## config.mk

```make
export PLATFORM = sky130hd
export DESIGN_NAME = gemm_accelerator_multilane_flat
export DESIGN_NICKNAME = d
export VERILOG_FILES = /design/src/rtl/gemm_pkg.sv /design/src/rtl/gemm_accelerator_multilane_if.sv /design/src/rtl/gemm_mac_lane.sv /design/src/rtl/gemm_accelerator_multilane.sv /design/src/flat_wrapper.sv
export SDC_FILE = /design/constraint.sdc
export NUM_CORES = 2
export LEC_CHECK = 0
export BUFFER_PORTS_ARGS = -buffer_cell sky130_fd_sc_hd__buf_2
export CAP_MARGIN = 10
export CORE_MARGIN = 2
export CORE_UTILIZATION = 50
export CTS_CLUSTER_SIZE = 8
export DETAILED_ROUTE_END_ITERATION = 16
export PLACE_DENSITY = 0.68
export REMOVE_ABC_BUFFERS = 1
export SLEW_MARGIN = 20
export SYNTH_ARGS = -nofsm -noshare
export SYNTH_HDL_FRONTEND = slang
export SYNTH_SLANG_ARGS = --single-unit
```

## constraint.sdc

```tcl
create_clock -name clk_i -period 3.3 [get_ports clk_i]
set_input_delay 0 -clock clk_i [delete_from_list [all_inputs] [get_ports clk_i]]
set_output_delay 0 -clock clk_i [all_outputs]
set_load 0.01 [all_outputs]
```

## src/rtl/gemm_pkg.sv

```systemverilog
// Shared types, default widths and tiling helper for the multilane GEMM engine.
package gemm_pkg;

  localparam int DATA_W_A  = 8;
  localparam int DATA_W_B  = 8;
  localparam int DATA_W_C  = 32;
  localparam int NUM_LANES = 4;
  localparam int ADDR_W    = 12;
  localparam int SIZE_W    = 12;

  typedef enum logic [1:0] {IDLE, MAC, WRITE, DONE} state_e;

  function automatic logic [31:0] ceil_div(input logic [31:0] num, input logic [31:0] den);
    return (num + den - 32'd1) / den;
  endfunction

endpackage

```

## src/rtl/gemm_accelerator_multilane_if.sv

```systemverilog
// SRAM A/B/C port bundle: A element read, lane-packed B read, lane-packed C write with per-lane enables.
interface gemm_accelerator_multilane_if
  import gemm_pkg::*;
#(
  parameter int DataWidthA     = DATA_W_A,
  parameter int DataWidthB     = DATA_W_B,
  parameter int DataWidthC     = DATA_W_C,
  parameter int NumLanes       = NUM_LANES,
  parameter int SRAMAddrWidthA = ADDR_W,
  parameter int SRAMAddrWidthB = ADDR_W,
  parameter int SRAMAddrWidthC = ADDR_W
);
  logic [SRAMAddrWidthA-1:0]      a_addr;
  logic [DataWidthA-1:0]          a_rdata;
  logic [SRAMAddrWidthB-1:0]      b_addr;
  logic [NumLanes*DataWidthB-1:0] b_rdata;
  logic [SRAMAddrWidthC-1:0]      c_addr;
  logic [NumLanes*DataWidthC-1:0] c_wdata;
  logic [NumLanes-1:0]            c_we;

  modport master (
    output a_addr, b_addr, c_addr, c_wdata, c_we,
    input  a_rdata, b_rdata
  );

  modport slave (
    input  a_addr, b_addr, c_addr, c_wdata, c_we,
    output a_rdata, b_rdata
  );
endinterface

```

## src/rtl/gemm_mac_lane.sv

```systemverilog
// One output column: signed multiply-accumulate register, wraps modulo 2^DataWidthC.
// Single-cycle update; clr_i has priority over en_i.
module gemm_mac_lane #(
  parameter int DataWidthA = 8,
  parameter int DataWidthB = 8,
  parameter int DataWidthC = 32
) (
  input  logic                         clk_i,
  input  logic                         rst_ni,
  input  logic                         clr_i,
  input  logic                         en_i,
  input  logic signed [DataWidthA-1:0] a_i,
  input  logic signed [DataWidthB-1:0] b_i,
  output logic        [DataWidthC-1:0] acc_o
);
  localparam int ProdWidth = DataWidthA + DataWidthB;

  logic signed [ProdWidth-1:0]  prod;
  logic signed [DataWidthC-1:0] prod_c;
  logic        [DataWidthC-1:0] acc_q, acc_d;

  assign prod   = a_i * b_i;
  // Sign-extends or truncates the product to the accumulator width.
  assign prod_c = DataWidthC'(prod);

  always_comb begin
    acc_d = acc_q;
    if (clr_i) begin
      acc_d = '0;
    end else if (en_i) begin
      acc_d = acc_q + prod_c;
    end
  end

  always_ff @(posedge clk_i or negedge rst_ni) begin
    if (!rst_ni) begin
      acc_q <= '0;
    end else begin
      acc_q <= acc_d;
    end
  end

  assign acc_o = acc_q;
endmodule

```

## src/rtl/gemm_accelerator_multilane.sv

```systemverilog
// Signed GEMM C = A*B over NumLanes-wide column tiles; K MAC cycles plus one WRITE cycle per tile.
// Start-accept to done_o: M*ceil(N/NumLanes)*(K+1) cycles; start_i ignored while busy.
module gemm_accelerator_multilane
  import gemm_pkg::*;
#(
  parameter int DataWidthA     = DATA_W_A,
  parameter int DataWidthB     = DATA_W_B,
  parameter int DataWidthC     = DATA_W_C,
  parameter int NumLanes       = NUM_LANES,
  parameter int SRAMAddrWidthA = ADDR_W,
  parameter int SRAMAddrWidthB = ADDR_W,
  parameter int SRAMAddrWidthC = ADDR_W,
  parameter int SizeWidth      = SIZE_W
) (
  input  logic                 clk_i,
  input  logic                 rst_ni,
  input  logic                 start_i,
  input  logic [SizeWidth-1:0] M_size_i,
  input  logic [SizeWidth-1:0] K_size_i,
  input  logic [SizeWidth-1:0] N_size_i,
  gemm_accelerator_multilane_if.master sram,
  output logic                 busy_o,
  output logic                 done_o
);
  localparam logic [SizeWidth-1:0] OneS = SizeWidth'(1);
  localparam int SizeWidth1 = SizeWidth + 1;

  state_e state_q, state_d;
  logic [SizeWidth-1:0] m_size_q, m_size_d, k_size_q, k_size_d, n_size_q, n_size_d;
  logic [SizeWidth-1:0] m_q, m_d, t_q, t_d, k_q, k_d, t_last_q, t_last_d, n0_q, n0_d;
  logic [SRAMAddrWidthA-1:0] a_base_q, a_base_d, a_addr_q, a_addr_d;
  logic [SRAMAddrWidthB-1:0] b_addr_q, b_addr_d;
  logic [SRAMAddrWidthC-1:0] c_row_q, c_row_d;
  logic                      acc_clr, acc_en;
  logic [NumLanes-1:0]       we;
  logic [NumLanes*DataWidthC-1:0] acc;

  always_comb begin
    state_d  = state_q;
    m_size_d = m_size_q;
    k_size_d = k_size_q;
    n_size_d = n_size_q;
    m_d      = m_q;
    t_d      = t_q;
    k_d      = k_q;
    t_last_d = t_last_q;
    n0_d     = n0_q;
    a_base_d = a_base_q;
    a_addr_d = a_addr_q;
    b_addr_d = b_addr_q;
    c_row_d  = c_row_q;
    acc_clr  = 1'b0;
    acc_en   = 1'b0;
    case (state_q)
      IDLE, DONE: begin
        if (start_i) begin
          m_size_d = M_size_i;
          k_size_d = K_size_i;
          n_size_d = N_size_i;
          m_d      = '0;
          t_d      = '0;
          k_d      = '0;
          n0_d     = '0;
          a_base_d = '0;
          a_addr_d = '0;
          b_addr_d = '0;
          c_row_d  = '0;
          t_last_d = SizeWidth'(ceil_div(32'(N_size_i), 32'(NumLanes)) - 32'd1);
          acc_clr  = 1'b1;
          state_d  = (M_size_i == '0 || K_size_i == '0 || N_size_i == '0) ? DONE : MAC;
        end
      end
      MAC: begin
        acc_en   = 1'b1;
        k_d      = k_q + OneS;
        a_addr_d = a_addr_q + SRAMAddrWidthA'(1);
        b_addr_d = b_addr_q + SRAMAddrWidthB'(n_size_q);
        if (k_q == k_size_q - OneS) begin
          state_d = WRITE;
        end
      end
      WRITE: begin
        acc_clr = 1'b1;
        k_d     = '0;
        state_d = MAC;
        if (t_q == t_last_q) begin
          // Row finished: rewind to tile 0 and step A/C row bases.
          t_d      = '0;
          n0_d     = '0;
          m_d      = m_q + OneS;
          a_base_d = a_base_q + SRAMAddrWidthA'(k_size_q);
          a_addr_d = a_base_q + SRAMAddrWidthA'(k_size_q);
          c_row_d  = c_row_q + SRAMAddrWidthC'(n_size_q);
          b_addr_d = '0;
          if (m_q == m_size_q - OneS) begin
            state_d = DONE;
          end
        end else begin
          t_d      = t_q + OneS;
          n0_d     = n0_q + SizeWidth'(NumLanes);
          a_addr_d = a_base_q;
          b_addr_d = SRAMAddrWidthB'(n0_q) + SRAMAddrWidthB'(NumLanes);
        end
      end
      default: state_d = IDLE;
    endcase
  end

  always_ff @(posedge clk_i or negedge rst_ni) begin
    if (!rst_ni) begin
      state_q  <= IDLE;
      m_size_q <= '0;
      k_size_q <= '0;
      n_size_q <= '0;
      m_q      <= '0;
      t_q      <= '0;
      k_q      <= '0;
      t_last_q <= '0;
      n0_q     <= '0;
      a_base_q <= '0;
      a_addr_q <= '0;
      b_addr_q <= '0;
      c_row_q  <= '0;
    end else begin
      state_q  <= state_d;
      m_size_q <= m_size_d;
      k_size_q <= k_size_d;
      n_size_q <= n_size_d;
      m_q      <= m_d;
      t_q      <= t_d;
      k_q      <= k_d;
      t_last_q <= t_last_d;
      n0_q     <= n0_d;
      a_base_q <= a_base_d;
      a_addr_q <= a_addr_d;
      b_addr_q <= b_addr_d;
      c_row_q  <= c_row_d;
    end
  end

  // Lanes whose column index reaches N are masked off on the partial last tile.
  always_comb begin
    we = '0;
    if (state_q == WRITE) begin
      for (int l = 0; l < NumLanes; l++) begin
        we[l] = ({1'b0, n0_q} + SizeWidth1'(l)) < {1'b0, n_size_q};
      end
    end
  end

  for (genvar gl = 0; gl < NumLanes; gl++) begin : g_lane
    gemm_mac_lane #(
      .DataWidthA(DataWidthA),
      .DataWidthB(DataWidthB),
      .DataWidthC(DataWidthC)
    ) u_lane (
      .clk_i (clk_i),
      .rst_ni(rst_ni),
      .clr_i (acc_clr),
      .en_i  (acc_en),
      .a_i   (sram.a_rdata),
      .b_i   (sram.b_rdata[gl*DataWidthB +: DataWidthB]),
      .acc_o (acc[gl*DataWidthC +: DataWidthC])
    );
  end

  assign sram.a_addr  = a_addr_q;
  assign sram.b_addr  = b_addr_q;
  assign sram.c_addr  = c_row_q + SRAMAddrWidthC'(n0_q);
  assign sram.c_wdata = acc;
  assign sram.c_we    = we;
  assign busy_o       = (state_q == MAC) || (state_q == WRITE);
  assign done_o       = (state_q == DONE);
endmodule

```

## src/flat_wrapper.sv

```systemverilog
// flat-port wrapper written by rule: the top's interface ports become plain ports
module gemm_accelerator_multilane_flat import gemm_pkg::*;
#(
  parameter int DataWidthA     = DATA_W_A,
  parameter int DataWidthB     = DATA_W_B,
  parameter int DataWidthC     = DATA_W_C,
  parameter int NumLanes       = NUM_LANES,
  parameter int SRAMAddrWidthA = ADDR_W,
  parameter int SRAMAddrWidthB = ADDR_W,
  parameter int SRAMAddrWidthC = ADDR_W,
  parameter int SizeWidth      = SIZE_W
)
  (clk_i, rst_ni, start_i, M_size_i, K_size_i, N_size_i, busy_o, done_o, sram_a_addr, sram_b_addr, sram_c_addr, sram_c_wdata, sram_c_we, sram_a_rdata, sram_b_rdata);
  gemm_accelerator_multilane_if #(.DataWidthA(DataWidthA), .DataWidthB(DataWidthB), .DataWidthC(DataWidthC), .NumLanes(NumLanes), .SRAMAddrWidthA(SRAMAddrWidthA), .SRAMAddrWidthB(SRAMAddrWidthB), .SRAMAddrWidthC(SRAMAddrWidthC)) sram_i ();
  input  logic clk_i;
  input  logic rst_ni;
  input  logic start_i;
  input  logic [SizeWidth-1:0] M_size_i;
  input  logic [SizeWidth-1:0] K_size_i;
  input  logic [SizeWidth-1:0] N_size_i;
  output logic busy_o;
  output logic done_o;
  output wire logic [$bits(sram_i.a_addr)-1:0] sram_a_addr;
  output wire logic [$bits(sram_i.b_addr)-1:0] sram_b_addr;
  output wire logic [$bits(sram_i.c_addr)-1:0] sram_c_addr;
  output wire logic [$bits(sram_i.c_wdata)-1:0] sram_c_wdata;
  output wire logic [$bits(sram_i.c_we)-1:0] sram_c_we;
  input wire logic [$bits(sram_i.a_rdata)-1:0] sram_a_rdata;
  input wire logic [$bits(sram_i.b_rdata)-1:0] sram_b_rdata;
  assign sram_a_addr = sram_i.a_addr;
  assign sram_b_addr = sram_i.b_addr;
  assign sram_c_addr = sram_i.c_addr;
  assign sram_c_wdata = sram_i.c_wdata;
  assign sram_c_we = sram_i.c_we;
  assign sram_i.a_rdata = sram_a_rdata;
  assign sram_i.b_rdata = sram_b_rdata;
  gemm_accelerator_multilane #(.DataWidthA(DataWidthA), .DataWidthB(DataWidthB), .DataWidthC(DataWidthC), .NumLanes(NumLanes), .SRAMAddrWidthA(SRAMAddrWidthA), .SRAMAddrWidthB(SRAMAddrWidthB), .SRAMAddrWidthC(SRAMAddrWidthC), .SizeWidth(SizeWidth)) u_core (.clk_i(clk_i), .rst_ni(rst_ni), .start_i(start_i), .M_size_i(M_size_i), .K_size_i(K_size_i), .N_size_i(N_size_i), .sram(sram_i), .busy_o(busy_o), .done_o(done_o));
endmodule
```

==> out/summary.txt <==
status: finished, violations left
failing checks: negative setup slack
Die X: 257.5 um
required time worst endpoint: 3.76 ns
DP HPWL: 68830 um
GRT Total Usage: 29.82%
Mapped Cells: 3717
maxcap violations: 0
GRT Residual Overflow: 0
top cells by area, synth: dfrtp_1 21%, fa_1 14%, ha_1 14%
Final period util: 187.8%
RSZ-0062 raised after global routing: true
Worst-path clk slew: 0.06 ns
DRC violations left: 0
Initial Util: 50.73%
setup ws final: -2.897 ns
Vias: 32146
Clock Path Buffers: 3
IO Count: 249
WL per Instance: 20.19 um
Worst Path Buf+Inv: 7
EDFF count, synth: 0
post-synthesis sequential area ratio: 21.35%
FF+latch area: 6863 um2
worst hold slack: 0.02989 ns
vias per inst: 5.789
CTS tree: built
Core Rows: 92
headroom to the max-slew limit: 41.18%
Fmax: 161.4 MHz
Iteration-0 DRC Markers: 2584
critical path capture point type: flip-flop
crit path kind: primary input to flip-flop
cell count after placement: 5272
Arrival @ worst endpoint: 6.65 ns
fin. max-slew vios: 0
Multi-input gate area: 26520 um2
I/O Buffers: 248
post-route cell area: 45820 um2
latest clock arrival within the worst-skew pair: 0.60 ns
crit path launch type: primary input
#FFs+latches synth: 274
antenna violations before repair: 6
endpoints failing setup: 104
top-count cell post-synth: inv_1
layout cells sized above 1: 35.18%
cell accounting for the most synthesized area: dfrtp_1
Synth cell types: 91
crit-path max cell delay: 0.62 ns
Main synth FF type: dfrtp_1
core area: 63310 um2
Syn. warnings: 0
largest net degree at the start of global routing: 80
RePlAce Congestion: 0.9099
total CTS buffers: 42
Syn Area/Cell: 8.641 um2
synth-to-layout area growth: 42.66%
vias in the first global route: 31837
Synth top cells by count: 455 x inv_1, 363 x nand2_1, 354 x ha_1
most frequent CP cell: fa_1
Max FO, Critical Path: 5
min Tclk post-route: 6.197 ns
placed standard-cell area: 38490 um2
Yosys top cell area share: 21.35%
CP delay by family, top: adder cells
die height: 257.5 um
Final Hold Viols: 0
DRT antenna net count: 0
Post-synth ARST share: 100.0%
Tightest Pin Transition: 0.8802 ns
drt first pass iters: 8
CTS Sinks: 274
first-pass GRT wire length: 162100 um
CTS H-tree lvls: 2
Post-Route Skew: 0.03134 ns
Slowest-stage cell, CP: fa_1
root buf cell: clkbuf_16
wirelength, routed: 112100 um
Mapped Area: 32120 um2
fin cells: 5553
Filler cells: 4324
total die area: 66280 um2
setup_tns: -196.13 ns
fin nets: 5349
Worst Hold Class: primary input to async pin
==> flip-flops by register name, indices dropped and copies added, names as in the netlist <==
name and cells:
u_core.state_q 2, u_core.c_row_q 12, u_core.k_q 12, u_core.sram.a_addr 12, u_core.t_last_q 12, u_core.n0_q 12
u_core.a_base_q 12, u_core.t_q 12, u_core.m_q 12, u_core.sram.b_addr 12, u_core.g_lane.u_lane.acc_o 128, u_core.m_size_q 12
u_core.k_size_q 12, u_core.n_size_q 12
==> cell usage in the layout (no fill, tap or decap), types with 25 or more instances in the layout <==
cell	n
buf_4	578
inv_1	391
nand2_1	337
dfrtp_1	269
ha_1	266
buf_2	237
fa_1	216
nor2_1	156
xnor2_1	151
o21ai_0	150
and2_1	138
buf_6	138
xor2_1	112
o21ai_1	93
a21o_1	89
a21oi_1	86
ha_4	76
inv_2	62
nand3_1	60
and2_4	51
a21oi_2	46
nor3_1	45
clkbuf_16	43
nor2b_1	42
dlygate4sd3_1	38
o21ai_2	31
xnor2_2	31
o21bai_1	28
o211ai_1	27
nand4_1	27
mux2_2	27
and3_1	26
nand2b_1	25
==> cell type report <==
class | count | area share [%]
Timing Repair Buffer | 1038 | 18.42
Inverter | 456 | 3.744
Multi-Input combinational cell | 2876 | 57.88
Antenna cell | 6 | 0.03277
Sequential cell | 274 | 14.98
Tap cell | 846 | 2.310
Clock buffer | 51 | 2.455
Clock inverter | 6 | 0.1775
==> path summary, 6_finish.rpt <==
check | end | cells past startpoint | slack (ns) | startpoint
hold / removal | u_core.g_lane[3].u_lane.acc_o[19] | 2 | 0.03 | rst_ni
hold reg to reg | u_core.t_last_q[4] | 2 | 0.50 | u_core.t_last_q[4]
setup / recovery | u_core.g_lane[2].u_lane.acc_o[31] | 26 | -2.90 | sram_b_rdata[23]
setup reg to reg | u_core.g_lane[2].u_lane.acc_o[28] | 13 | 0.16 | u_core.g_lane[2].u_lane.acc_o[0]
max in group asynchronous | u_core.k_q[10] | 3 | 2.39 | rst_ni
min in group clk_i | u_core.g_lane[0].u_lane.acc_o[0] | 4 | 0.03 | sram_b_rdata[0]
==> metrics by stage <==
stage / util [%] / setup slack (ns)
3_5_place_dp: 60.79 / -3.284
5_1_grt: 72.36 / -3.002
3_3_place_gp: 60.79 / -3.196
4_1_cts: 69.03 / -2.386
2_1_floorplan: - / -5.551
6_report: 72.37 / -2.897
==> what timing repair did <==
action | 4_1_cts | 5_1_grt
cloned | 11 | 0
hold buffers | 38 | 0
hold endpoints to repair | 245 | 0
pin swaps | 295 | 375
setup buffers | 115 | 97
gates resized for setup | 622 | 377
setup endpoints to repair | 110 | 117
==> logic make-up after synthesis <==
family	count (synthesis)	share of synthesized area, %
xor+xnor	308	8.512
simple gates	1108	17.25
buf+inv	567	6.755
mux	38	1.293
compound gates	840	16.84
flops	274	21.35
fa+ha+maj	582	28.00
==> per-layer routing <==
| metal | global-route usage (%) | part of all wire (%) |
|---|---|---|
| met1 | 37.26 | 38 |
| met2 | 52.13 | 49 |
| met3 | 4.285 | 7.0 |
| met4 | 11.11 | 5.5 |
| met5 | 0 | 0.034 |
Power is not shown: default switching activity piles up to over one toggle a cycle in this logic, so the estimate is an artifact.
